$ cat config.mk
export PLATFORM = sky130hd
export DESIGN_NAME = mem_stage
export DESIGN_NICKNAME = d
export VERILOG_FILES = /design/src/rtl/mem_pkg.sv /design/src/rtl/load_align.sv /design/src/rtl/mem_stage.sv
export SDC_FILE = /design/constraint.sdc
export NUM_CORES = 1
export LEC_CHECK = 0
export BUFFER_PORTS_ARGS = -buffer_cell sky130_fd_sc_hd__buf_2
export CELL_PAD_IN_SITES_DETAIL_PLACEMENT = 0
export CELL_PAD_IN_SITES_GLOBAL_PLACEMENT = 2
export CORE_MARGIN = 1
export CORE_UTILIZATION = 28
export DETAILED_ROUTE_END_ITERATION = 10
export PLACE_DENSITY_LB_ADDON = 0.2
export SLEW_MARGIN = 10
export SYNTH_ARGS = -nofsm -noshare
export SYNTH_HDL_FRONTEND = slang
export SYNTH_HIERARCHICAL = 1
export SYNTH_SLANG_ARGS = --single-unit
$ cat constraint.sdc
create_clock -name clk -period 4.1 [get_ports clk]
set_input_delay 0.82 -clock clk [delete_from_list [all_inputs] [get_ports clk]]
set_output_delay 0.82 -clock clk [all_outputs]
set_load 0.01 [all_outputs]
$ cat src/rtl/mem_pkg.sv
// Shared constants and types for the memory-access pipeline stage.
package mem_pkg;

  // RV32I load/store funct3 encodings
  localparam logic [2:0] F3_B  = 3'b000;
  localparam logic [2:0] F3_H  = 3'b001;
  localparam logic [2:0] F3_W  = 3'b010;
  localparam logic [2:0] F3_BU = 3'b100;
  localparam logic [2:0] F3_HU = 3'b101;

  // Byte-enable patterns (byte pattern is shifted by the address offset)
  localparam logic [3:0] BE_BYTE    = 4'b0001;
  localparam logic [3:0] BE_HALF_LO = 4'b0011;
  localparam logic [3:0] BE_HALF_HI = 4'b1100;
  localparam logic [3:0] BE_WORD    = 4'b1111;

  typedef enum logic {
    S_IDLE = 1'b0,
    S_WAIT = 1'b1
  } state_t;

  typedef enum logic [1:0] {
    SZ_B = 2'd0,
    SZ_H = 2'd1,
    SZ_W = 2'd2
  } size_t;

  // Access size; loads also decode the unsigned variants, while unknown
  // encodings fall back to a full word for both loads and stores.
  function automatic size_t access_size(input logic [2:0] funct3, input logic is_store);
    size_t sz;
    sz = SZ_W;
    if (is_store) begin
      if (funct3 == F3_B) sz = SZ_B;
      else if (funct3 == F3_H) sz = SZ_H;
    end else begin
      if (funct3 == F3_B || funct3 == F3_BU) sz = SZ_B;
      else if (funct3 == F3_H || funct3 == F3_HU) sz = SZ_H;
    end
    return sz;
  endfunction

endpackage

$ cat src/rtl/load_align.sv
// Selects the addressed byte/half of a read word and sign/zero extends it.
module load_align
  import mem_pkg::*;
(
  input  logic [31:0] rdata,
  input  logic [1:0]  addr,
  input  logic [2:0]  funct3,
  output logic [31:0] load_value
);

  logic [7:0]  byte_sel;
  logic [15:0] half_sel;

  // Lane selection followed by extension according to funct3
  always_comb begin
    case (addr)
      2'd0:    byte_sel = rdata[7:0];
      2'd1:    byte_sel = rdata[15:8];
      2'd2:    byte_sel = rdata[23:16];
      default: byte_sel = rdata[31:24];
    endcase
    half_sel = addr[1] ? rdata[31:16] : rdata[15:0];
    case (funct3)
      F3_B:    load_value = {{24{byte_sel[7]}}, byte_sel};
      F3_H:    load_value = {{16{half_sel[15]}}, half_sel};
      F3_BU:   load_value = {24'd0, byte_sel};
      F3_HU:   load_value = {16'd0, half_sel};
      default: load_value = rdata;
    endcase
  end

endmodule

$ cat src/rtl/mem_stage.sv
// Memory stage: issues RV32I loads/stores over a req/ack port, stalls
// upstream while a request is outstanding, and presents registered WB data.
module mem_stage
  import mem_pkg::*;
#(
  parameter int XLEN = 32
) (
  input  logic            clk,
  input  logic            rst,
  input  logic            ex_valid,
  input  logic [XLEN-1:0] ex_alu_result,
  input  logic [XLEN-1:0] ex_store_data,
  input  logic [2:0]      ex_funct3,
  input  logic            ex_mem_read,
  input  logic            ex_mem_write,
  input  logic [4:0]      ex_rd,
  input  logic            ex_reg_write,
  output logic            mem_stall,
  output logic            dmem_req,
  output logic            dmem_we,
  output logic [XLEN-1:0] dmem_addr,
  output logic [XLEN-1:0] dmem_wdata,
  output logic [3:0]      dmem_be,
  input  logic            dmem_ack,
  input  logic [XLEN-1:0] dmem_rdata,
  output logic            wb_valid,
  output logic [4:0]      wb_rd,
  output logic            wb_reg_write,
  output logic [XLEN-1:0] wb_data,
  output logic            misalign
);

  state_t      state;
  logic        is_store;
  logic        is_mem;
  size_t       size;
  logic        misaligned;
  logic [3:0]  be_next;
  logic [31:0] wdata_next;

  // Context of the outstanding access, needed when the ack returns
  logic        pend_load;
  logic        pend_reg_write;
  logic [4:0]  pend_rd;
  logic [2:0]  pend_funct3;
  logic [1:0]  pend_off;
  logic [31:0] load_value;

  assign mem_stall = (state == S_WAIT);

  // Decode the EX request: size, alignment, lane enables and replicated data
  always_comb begin
    is_store   = ex_mem_write;
    is_mem     = ex_mem_write | ex_mem_read;
    size       = access_size(ex_funct3, is_store);
    misaligned = 1'b0;
    be_next    = BE_WORD;
    wdata_next = ex_store_data;
    case (size)
      SZ_B: begin
        be_next    = BE_BYTE << ex_alu_result[1:0];
        wdata_next = {4{ex_store_data[7:0]}};
      end
      SZ_H: begin
        misaligned = ex_alu_result[0];
        be_next    = ex_alu_result[1] ? BE_HALF_HI : BE_HALF_LO;
        wdata_next = {2{ex_store_data[15:0]}};
      end
      default: begin
        misaligned = (ex_alu_result[1:0] != 2'b00);
      end
    endcase
  end

  load_align u_load_align (
    .rdata      (dmem_rdata),
    .addr       (pend_off),
    .funct3     (pend_funct3),
    .load_value (load_value)
  );

  // IDLE/WAIT controller with registered memory-port and writeback outputs
  always_ff @(posedge clk or posedge rst) begin
    if (rst) begin
      state          <= S_IDLE;
      dmem_req       <= 1'b0;
      dmem_we        <= 1'b0;
      dmem_addr      <= '0;
      dmem_wdata     <= '0;
      dmem_be        <= 4'd0;
      wb_valid       <= 1'b0;
      wb_rd          <= 5'd0;
      wb_reg_write   <= 1'b0;
      wb_data        <= '0;
      misalign       <= 1'b0;
      pend_load      <= 1'b0;
      pend_reg_write <= 1'b0;
      pend_rd        <= 5'd0;
      pend_funct3    <= 3'd0;
      pend_off       <= 2'd0;
    end else begin
      wb_valid <= 1'b0;
      misalign <= 1'b0;
      case (state)
        S_IDLE: begin
          if (ex_valid) begin
            if (!is_mem) begin
              wb_valid     <= 1'b1;
              wb_data      <= ex_alu_result;
              wb_rd        <= ex_rd;
              wb_reg_write <= ex_reg_write;
            end else if (misaligned) begin
              wb_valid     <= 1'b1;
              misalign     <= 1'b1;
              wb_data      <= '0;
              wb_rd        <= ex_rd;
              wb_reg_write <= 1'b0;
            end else begin
              state          <= S_WAIT;
              dmem_req       <= 1'b1;
              dmem_we        <= is_store;
              dmem_addr      <= {ex_alu_result[XLEN-1:2], 2'b00};
              dmem_be        <= be_next;
              dmem_wdata     <= wdata_next;
              pend_load      <= ~is_store;
              pend_reg_write <= ex_reg_write;
              pend_rd        <= ex_rd;
              pend_funct3    <= ex_funct3;
              pend_off       <= ex_alu_result[1:0];
            end
          end
        end
        S_WAIT: begin
          if (dmem_ack) begin
            state    <= S_IDLE;
            dmem_req <= 1'b0;
            wb_valid <= 1'b1;
            wb_rd    <= pend_rd;
            if (pend_load) begin
              wb_data      <= load_value;
              wb_reg_write <= pend_reg_write;
            end else begin
              wb_reg_write <= 1'b0;
            end
          end
        end
      endcase
    end
  end

endmodule

==> metrics.cfg, run 1 <==
[run_status]
status=completed

[critical_path]
path_cells=o21ai_0, a31oi_1, o21ai_0, nand2_1, o21ai_0, mux2_1
critPathCaptureType=flop
rr_worst_depth=6
crit_required_ns=4.40
rr_startpoint=pend_off[1]$_DFFE_PP0P_
r2r-end=wb_data[23]$_DFFE_PP0P_
worst_setup_path_start_kind=flop
max_stage_delay_ns=0.93
cpMostUsedCell=o21ai_0
worst-setup-path-type=reg2reg
critPathArrivalTime_ns=3.12
slowest_stage=a31oi_1
r2r_slack_ns=1.28
worstPathMaxFanout=25

[drt]
avgRoutedWirePerCell_um=17.5
drt-pass1-iter-count=4
wirelength_mm=19.3
via_per_inst=4.69
antenna_left=0
vias=5170
drt_iter0_markers=260
drc=0

[die]
die_x_um=153
io_pins=222
core.rowCount=54
core_area_sq_mm=0.0222
die-area_sq_mm=0.0235
die_h_um=153
start_util=0.289

[global_route]
grt_start_max_net_pins=109
grt_pass1_vias=5453
grt_pass1_wl_mm=30.8
track_usage=0.170
antenna_found_initial=1
overflow=0

[logic_synthesis]
syn_avg_cell_area_sq_um=10.5
netlist_area_sq_mm=0.00641
yosys.area.top_type=dfrtp_1
synth.area.top_cells=dfrtp_1 (47%), mux2_4 (11%), nand2_1 (8.1%)
ys_types=43
synth_warnings=6
ys_ff_latch=121
synth-edff-count=0
ys.flop_type=dfrtp_1
synthCells=608
ys_seq_area_frac=0.472
postSynth.asyncResetShare=1.00
netlist.area_leader.share=0.472

[timing]
setup_viol=0
finalCriticalPeriod_ns=2.82
fin_setup_tns_ns=0
worstMarginPinSlew_ns=1.22
drv_slew=0
setup_ws_ns=1.28
finalCritPeriodShare=0.687
rsz0062_at_grt=false
finalHoldViolCount=0
clock_skew_ns=0.0109
fmax_mhz=355
relSlewSlack=0.182

[clock_tree]
cts.path.max_buffers=2
clock_sinks=121
cts_buffers=17
cts_tree=yes
post-cts-setup-buffers=0
root_buffer=clkbuf_16
path_clk_slew_ns=0.06
post_cts_resized=0
postCtsHoldBufs=0
cts.htree.levels=4
insertion_delay_ns=0.42

[min_path]
min_path_cells=2
min_to=dmem_req$_DFFE_PP0P_
hold_class=reg2reg
min-delay-start=dmem_req$_DFFE_PP0P_

[place]
dp_hpwl_mm=13.8
place_area_sq_mm=0.00769
dp.cells=1068
place_ws_ns=1.14
globalplace.congestion=0.768
numPortBuffers=219

[pwr]
ir_worst_vdd_mv=0.193
p_leak_uw=0.00423
cellPowerDensity_mw_per_mm2=586

[layout]
utilization=0.377
area_growth_pct=30.5
final_cells=1103
final_cell_mix=buf_2 (219), nand2_1 (138), dfrtp_1 (120), o21ai_0 (89), mux2_4 (48)
final_area_sq_mm=0.00837
drive_gt1_frac=0.418
final_common_cell=buf_2
final_net_count=919

[run]
max-cap-violations=0

Yosys cell counts (2+ instances only):
library cell  instances
a221o_1               9
nand3_1               4
a22oi_1               7
nand2_1             138
xor2_1                2
nor2b_1              22
buf_6                11
nand2b_1              6
a21o_1                2
buf_2                 9
a21oi_1               2
nor2_1                3
mux2_2               24
or3_1                 2
clkbuf_1             24
o21ai_0              89
mux2_4               48
mux2_1               21
mux2i_1              25
o21ai_1               4
a31oi_1               2
buf_4                 5
inv_1                 7
nor3_1                3
dfrtp_1             121
flip-flops by register name (all words and copies together) (netlist names), 2 cells and up:
signal       flops
dmem_wdata      32
wb_data         32
dmem_addr       30
pend_rd          5
wb_rd            5
dmem_be          4
pend_funct3      3
pend_off         2
stage by stage:
stage	hold slack, ns	total power, uW
floorplan	0.476	2700
global placement	0.459	3260
detailed placement	0.466	3290
CTS	0.482	4970
global route	0.505	5220
finish	0.478	4900
per-layer routing:
layer,vias to the layer above,GRT usage,share of wire
li1,2493,-,-
met1,2512,0.220,0.46
met2,154,0.272,0.47
met3,11,0.0510,0.059
met4,0,0.0519,0.0097
met5,-,0,0
worst max path at each step:
stage                       startpoint                        end  slack, ns  cells after the start
2_1_floorplan                      rst  dmem_addr[10]$_DFFE_PP0P_       0.07                      1
3_3_place_gp              ex_mem_write  dmem_addr[19]$_DFFE_PP0P_       1.20                      5
3_5_place_dp              ex_mem_write     pend_rd[1]$_DFFE_PP0P_       1.14                      5
4_1_cts        pend_off[1]$_DFFE_PP0P_    wb_data[23]$_DFFE_PP0P_       1.28                      6
5_1_grt        pend_off[1]$_DFFE_PP0P_    wb_data[23]$_DFFE_PP0P_       1.06                      6
6_report       pend_off[1]$_DFFE_PP0P_    wb_data[23]$_DFFE_PP0P_       1.28                      6
cells by family after synthesis:
family,after synthesis,synth area share
DFF,121,0.472
AOI/OAI and AO/OA,127,0.121
other,1,0.000585
xor gates and xnor gates,2,0.00273
and+or+nand+nor,183,0.122
muxes,118,0.230
buffers and inverters,56,0.0504
area by class of cell:
type	count	area (sq um)
fill	2315	13800
inverter	7	31.3
sequential	121	3030
clock buffer	19	453
clock inverter	13	190
multi-input combinational	432	3090
timing repair buffer	229	1220
tap	280	350
antenna	2	5.00
report_power, final:
part	total, uW	internal, uW	switching, uW
sequential	1770	1530	242
clock	1650	1060	593
combinational	1480	734	742
total	4900	3320	1580
worst max-delay path, delay by kind of cell, from the launching register on:
family,cells,cell delay [ns]
AO/OA/AOI/OAI,4,1.48
flip-flops,1,0.80
multiplexers,1,0.30
AND/OR/NAND/NOR,1,0.12
Note: power is estimated with default switching activity, not from simulation.
==> run 2: changes to the inputs <==
--- a/config.mk
+++ b/config.mk
@@ -9,7 +9,7 @@
 export CELL_PAD_IN_SITES_DETAIL_PLACEMENT = 0
 export CELL_PAD_IN_SITES_GLOBAL_PLACEMENT = 2
 export CORE_MARGIN = 1
-export CORE_UTILIZATION = 28
+export CORE_UTILIZATION = 31
 export DETAILED_ROUTE_END_ITERATION = 10
 export PLACE_DENSITY_LB_ADDON = 0.2
 export SLEW_MARGIN = 10
==> constraint.sdc (replaced) <==
create_clock -name clk -period 2.9 [get_ports clk]
set_input_delay 0.58 -clock clk [delete_from_list [all_inputs] [get_ports clk]]
set_output_delay 0.58 -clock clk [all_outputs]
set_load 0.01 [all_outputs]
==> run 2 against run 1 <==
Combinational power is 44% higher. Critical path depth stayed put. Non-clock buffer count increased by 4. Flip-flop and latch count unchanged. First-iteration DRC count shrank 6.9%. Maximum frequency up 21%. Critical endpoint is now wb_data[15]$_DFFE_PP0P_. Sequential power up 40%. Register-to-register slack got worse by 0.71 ns.
==> metrics.cfg, run 2 (synthesized netlist as in run 1, its figures left out) <==
[critical_path]
crit_required_ns=3.25  ; -1.15 ns
worstPathMaxFanout=22  ; -12%
critPathArrivalTime_ns=2.68  ; -0.44 ns
worst_setup_path_start_kind=flop
worst-setup-path-type=reg2reg
critPathCaptureType=flop

[timing]
drv_slew=0  ; unchanged
finalCritPeriodShare=0.802  ; +0.115
setup_viol=0  ; unchanged
fmax_mhz=430  ; +21%
finalHoldViolCount=0  ; unchanged
hold_ws_ns=0.361  ; -0.117 ns
setup_ws_ns=0.574  ; -0.709 ns
fin_setup_tns_ns=0  ; unchanged
finalCriticalPeriod_ns=2.33  ; -0.491 ns
worstMarginPinSlew_ns=0.917  ; -0.304 ns
relSlewSlack=0.384  ; +0.202
clock_skew_ns=0.00769  ; -0.00322 ns
rsz0062_at_grt=false

[min_path]
hold_class=in2async

[place]
place_ws_ns=0.508  ; -0.635 ns
dp_hpwl_mm=13.5  ; -2.2%
numPortBuffers=219  ; unchanged
dp.cells=1063  ; -0.47%
globalplace.congestion=0.776  ; +0.99%

[global_route]
track_usage=0.179  ; +0.00836
grt_start_max_net_pins=122  ; +12%
antenna_found_initial=1  ; unchanged
grt_pass1_wl_mm=29.5  ; -4.0%
grt_pass1_vias=5409  ; -0.81%
overflow=0  ; unchanged

[pwr]
switchingPower_uw=2170  ; +38%
switching_share=0.317  ; -0.00508
pwr-share-comb=0.311  ; +0.010
cellPowerDensity_mw_per_mm2=821  ; +40%
p_leak_uw=0.00422  ; -0.17%
clkPwrFrac=0.328  ; -0.009
ir_worst_vdd_mv=0.370  ; +92%
p_int_uw=4680  ; +41%
sequentialPowerShare=0.361  ; about the same

[clock_tree]
post_cts_resized=0  ; unchanged
root_buffer=clkbuf_16
path_clk_slew_ns=0.06  ; about the same
post-cts-setup-buffers=0  ; unchanged
insertion_delay_ns=0.42  ; about the same
clock_sinks=121  ; unchanged
cts_buffers=17  ; unchanged
cts_tree=yes
cts.path.max_buffers=2  ; unchanged
postCtsHoldBufs=0  ; unchanged
cts.htree.levels=4  ; unchanged

[layout]
regArea_sq_mm=0.00303  ; unchanged
final_cells=1095  ; -0.73%
multiInputGateArea_sq_mm=0.00309  ; unchanged
final_common_cell=buf_2
fillerInstances=2075  ; -10%
area_growth_pct=30.2
final_cell_mix=buf_2 (219), nand2_1 (138), dfrtp_1 (120), o21ai_0 (89), mux2_4 (48)
drive_gt1_frac=0.417  ; about the same
final_net_count=923  ; +0.44%
largestRegisters=dmem_wdata (32), wb_data (32), dmem_addr (30)
utilization=0.413  ; +0.0350

[run_status]
status=completed

[drt]
wirelength_mm=18.6  ; -3.6%
vias=5162  ; -0.15%
drt-pass1-iter-count=4  ; unchanged
antenna_left=0  ; unchanged
drc=0  ; unchanged
avgRoutedWirePerCell_um=17.0  ; -2.9%
drt_iter0_markers=242  ; -6.9%
via_per_inst=4.71  ; +0.57%

[die]
die_h_um=146  ; -4.9%
die_x_um=146  ; -4.9%
start_util=0.317  ; +0.0275
io_pins=222  ; unchanged
core_area_sq_mm=0.0202  ; -8.7%
core.rowCount=52  ; -3.7%
die-area_sq_mm=0.0213  ; -9.6%

[run]
max-cap-violations=0  ; unchanged

## run 2: cell types whose count changed in the layout (fill, tap and decap cells not counted)
| cell | previous run | this run |
|---|---|---|
| buf_4 | 7 | 11 |
| clkbuf_1 | 0 | 2 |
| buf_16 | 1 | 0 |
| diode_2 | 2 | 1 |
| clkbuf_8 | 2 | 1 |
| buf_12 | 2 | 3 |
| clkinv_4 | 3 | 2 |
| clkinvlp_4 | 1 | 3 |
| inv_6 | 4 | 1 |
## run 2: path summary, 6_finish.rpt
kind | from | end | slack (ns) | depth (start not counted)
worst max-delay path | pend_funct3[1]$_DFFE_PP0P_ | wb_data[15]$_DFFE_PP0P_ | 0.57 | 6
worst min-delay path | rst | dmem_wdata[19]$_DFFE_PP0P_ | 0.36 | 3
worst max register to register | pend_funct3[1]$_DFFE_PP0P_ | wb_data[15]$_DFFE_PP0P_ | 0.57 | 6
worst min register to register | dmem_req$_DFFE_PP0P_ | dmem_req$_DFFE_PP0P_ | 0.47 | 2
max in group asynchronous | rst | mem_stall$_DFF_PP0_ | 2.05 | 3
min in group clk | dmem_ack | mem_stall$_DFF_PP0_ | 0.41 | 2
## run 2: power groups by stage
stage	combinational (uW)	sequential [uW]	clock (uW)
5_1_grt	2350	2540	2380
2_1_floorplan	1170	2650	0
3_5_place_dp	2170	2500	0
3_3_place_gp	2150	2470	0
4_1_cts	2180	2480	2300
6_report	2130	2470	2250
## run 2: metrics by stage
step	area, sq um	power (uW)
3_3_place_gp	7730	4620
3_5_place_dp	7730	4670
2_1_floorplan	6420	3810
6_report	8350	6850
5_1_grt	8340	7270
4_1_cts	8340	6960
## run 2: critical path, cell delays in order, from the launching register on
cell     delay, ns
dfrtp_1       0.56
or3_1         0.47
nor3_1        0.72
a221o_1       0.21
nand2_1       0.06
o21ai_0       0.10
mux2_1        0.15
## run 2: cell type report
class / instances / area share
clock buffer: 20 / 0.0535
inverter: 7 / 0.00360
timing repair buffer: 233 / 0.148
multi-input combinational: 432 / 0.370
tap: 270 / 0.0405
clock inverter: 11 / 0.0205
sequential: 121 / 0.363
antenna: 1 / 0.000300
## run 2: routing by layer
layer | share of wire | vias to the layer above | GRT usage
met1 | 0.43 | 2495 | 0.219
met4 | 0.011 | 0 | 0.0568
met5 | 0 | - | 0
met3 | 0.077 | 14 | 0.0618
met2 | 0.48 | 158 | 0.293
li1 | - | 2495 | -
==> run 3: changes to the inputs <==
--- a/config.mk
+++ b/config.mk
@@ -9,7 +9,7 @@
 export CELL_PAD_IN_SITES_DETAIL_PLACEMENT = 0
 export CELL_PAD_IN_SITES_GLOBAL_PLACEMENT = 2
 export CORE_MARGIN = 1
-export CORE_UTILIZATION = 31
+export CORE_UTILIZATION = 28
 export DETAILED_ROUTE_END_ITERATION = 10
 export PLACE_DENSITY_LB_ADDON = 0.2
 export SLEW_MARGIN = 10
==> constraint.sdc (replaced) <==
create_clock -name clk -period 2 [get_ports clk]
set_input_delay 0.4 -clock clk [delete_from_list [all_inputs] [get_ports clk]]
set_output_delay 0.4 -clock clk [all_outputs]
set_load 0.01 [all_outputs]
==> run 3 against run 2 <==
Die area increased by 11%. Worst setup slack lost 0.46 ns. Clock skew hardly changed. Sequential power is 43% higher. Critical path type unchanged. Highest routed layer is now met5.
==> metrics.cfg, run 3 (synthesized netlist as in run 1, its figures left out) <==
[critical_path]
crit_required_ns=2.29  ; -0.96 ns
critPathCaptureType=flop
worstPathMaxFanout=13  ; -41%
critPathArrivalTime_ns=2.18  ; -0.50 ns
rr_startpoint=pend_funct3[0]$_DFFE_PP0P_
worst-setup-path-type=reg2reg
max_stage_delay_ns=0.38  ; -0.34 ns
path_cells=buf_4, nor2b_1, buf_4, o21bai_2, nand2_1, o21ai_0, nand2_1, o21ai_0, mux2_1
worstSetupStartpoint=pend_funct3[0]$_DFFE_PP0P_
slowest_stage=dfrtp_1
worst_setup_path_start_kind=flop
rr_worst_depth=9  ; +3

[place]
dp_hpwl_mm=14.3  ; +6.4%
numPortBuffers=219  ; unchanged
globalplace.congestion=0.775  ; about the same
place_area_sq_mm=0.00790  ; +2.2%

[drt]
avgRoutedWirePerCell_um=17.4  ; +2.5%
drt_iter0_markers=295  ; +22%
drc=0  ; unchanged
wirelength_mm=19.6  ; +5.7%
drt-pass1-iter-count=6  ; +2
vias=5318  ; +3.0%
antenna_left=0  ; unchanged
via_per_inst=4.71  ; about the same

[global_route]
grt_pass1_wl_mm=31.6  ; +6.9%
antenna_found_initial=4  ; +3
grt_pass1_vias=5544  ; +2.5%
grt_start_max_net_pins=64  ; -48%
track_usage=0.173  ; -0.00559
overflow=0  ; unchanged

[clock_tree]
root_buffer=clkbuf_16
cts.path.max_buffers=2  ; unchanged
clock_sinks=121  ; unchanged
cts_tree=yes
postCtsHoldBufs=0  ; unchanged
path_clk_slew_ns=0.06  ; about the same
insertion_delay_ns=0.41  ; about the same
cts_buffers=17  ; unchanged
cts.htree.levels=4  ; unchanged

[layout]
multiInputGateArea_sq_mm=0.00311  ; +0.77%
fillerInstances=2226  ; +7.3%
area_growth_pct=34.3
largestRegisters=dmem_wdata (32), wb_data (32), dmem_addr (30)
final_net_count=944  ; +2.3%
final_cell_mix=buf_2 (220), nand2_1 (138), dfrtp_1 (119), o21ai_0 (87), mux2_4 (48)
final_common_cell=buf_2
final_area_sq_mm=0.00861  ; +3.1%
regArea_sq_mm=0.00303  ; about the same
drive_gt1_frac=0.443  ; +0.0258

[die]
die_h_um=153  ; +5.1%
die-area_sq_mm=0.0235  ; +11%
start_util=0.289  ; -0.0275
core.rowCount=54  ; +3.8%
core_area_sq_mm=0.0222  ; +9.5%
io_pins=222  ; unchanged
die_x_um=153  ; +5.1%

[timing]
fmax_mhz=529  ; +23%
drv_slew=0  ; unchanged
relSlewSlack=0.619  ; +0.235
hold_ws_ns=0.0876  ; -0.273 ns
setup_viol=0  ; unchanged
finalCriticalPeriod_ns=1.89  ; -0.437 ns
finalCritPeriodShare=0.944  ; +0.142
worstMarginPinSlew_ns=0.568  ; -0.349 ns
clock_skew_ns=0.00807  ; +0.000385 ns
rsz0062_at_grt=false
finalHoldViolCount=0  ; unchanged

[min_path]
hold_class=in2async

[pwr]
ir_worst_vdd_mv=0.464  ; +26%
p_leak_uw=0.00436  ; +3.2%
cellPowerDensity_mw_per_mm2=1180  ; +44%

[run_status]
status=completed

[run]
max-cap-violations=0  ; unchanged

run 3: cell types whose count changed in the layout (fill, tap and decap cells not counted), sizes merged:
cell / delta
clkinv: +3
clkinvlp: -1
diode: +2
buf: +21
clkbuf: -2
inv: +1
run 3: layer usage:
layer	GRT usage	wire length, um	up-vias
li1	-	-	2548
met1	0.219	8740	2558
met2	0.279	9260	191
met3	0.0530	1350	19
met4	0.0572	257	2
met5	0	13	-
run 3: power breakdown:
group	switching [uW]	leakage (uW)	internal (uW)	total [uW]
Sequential	388	0.00149	3150	3530
Clock	1200	0.000311	2130	3330
Combinational	1680	0.00256	1640	3320
Total	3270	0.00436	6910	10200
run 3: cell type report:
type,count,area share
antenna,3,0.000872
clock buffer,18,0.0510
clock inverter,14,0.0227
inverter,7,0.00349
multi-input combinational,432,0.362
sequential,121,0.352
tap,280,0.0407
timing repair buffer,254,0.168
run 3: worst paths after layout:
check / to / slack, ns
worst max register to register: wb_data[5]$_DFFE_PP0P_ / 0.11
worst max-delay path: wb_data[5]$_DFFE_PP0P_ / 0.11
worst min register to register: dmem_req$_DFFE_PP0P_ / 0.47
max in group asynchronous: pend_off[0]$_DFFE_PP0P_ / 1.58
worst min-delay path: dmem_wdata[13]$_DFFE_PP0P_ / 0.09
min in group clk: pend_rd[2]$_DFFE_PP0P_ / 0.23
run 3: critical path, delay by kind of cell (launching register included):
kind	cells	cell delay [ns]
muxes	1	0.30
DFF	1	0.38
and+or+nand+nor	3	0.37
AOI/OAI and AO/OA	3	0.32
buffers and inverters	2	0.41
run 3: metrics by stage:
step / std cells / util / setup TNS [ns] / setup slack (ns) / power (uW)
3_3_place_gp: 1089 / 0.356 / -1.23 / -0.190 / 6780
5_1_grt: 1128 / 0.388 / 0 / 0.00831 / 10800
4_1_cts: 1121 / 0.385 / 0 / 0.00430 / 10300
2_1_floorplan: 609 / - / 0 / 0.117 / 5530
6_report: 1129 / 0.388 / 0 / 0.111 / 10200
3_5_place_dp: 1089 / 0.356 / -1.81 / -0.236 / 6850
run 3: timing repair:
action | 4_1_cts | 5_1_grt
cloned | 0 | 1
setup endpoints to repair | 7 | 28
pin swaps | 0 | 1
resized for setup | 1 | 13
buffers inserted | 0 | 4
hold endpoints to repair | 0 | 0
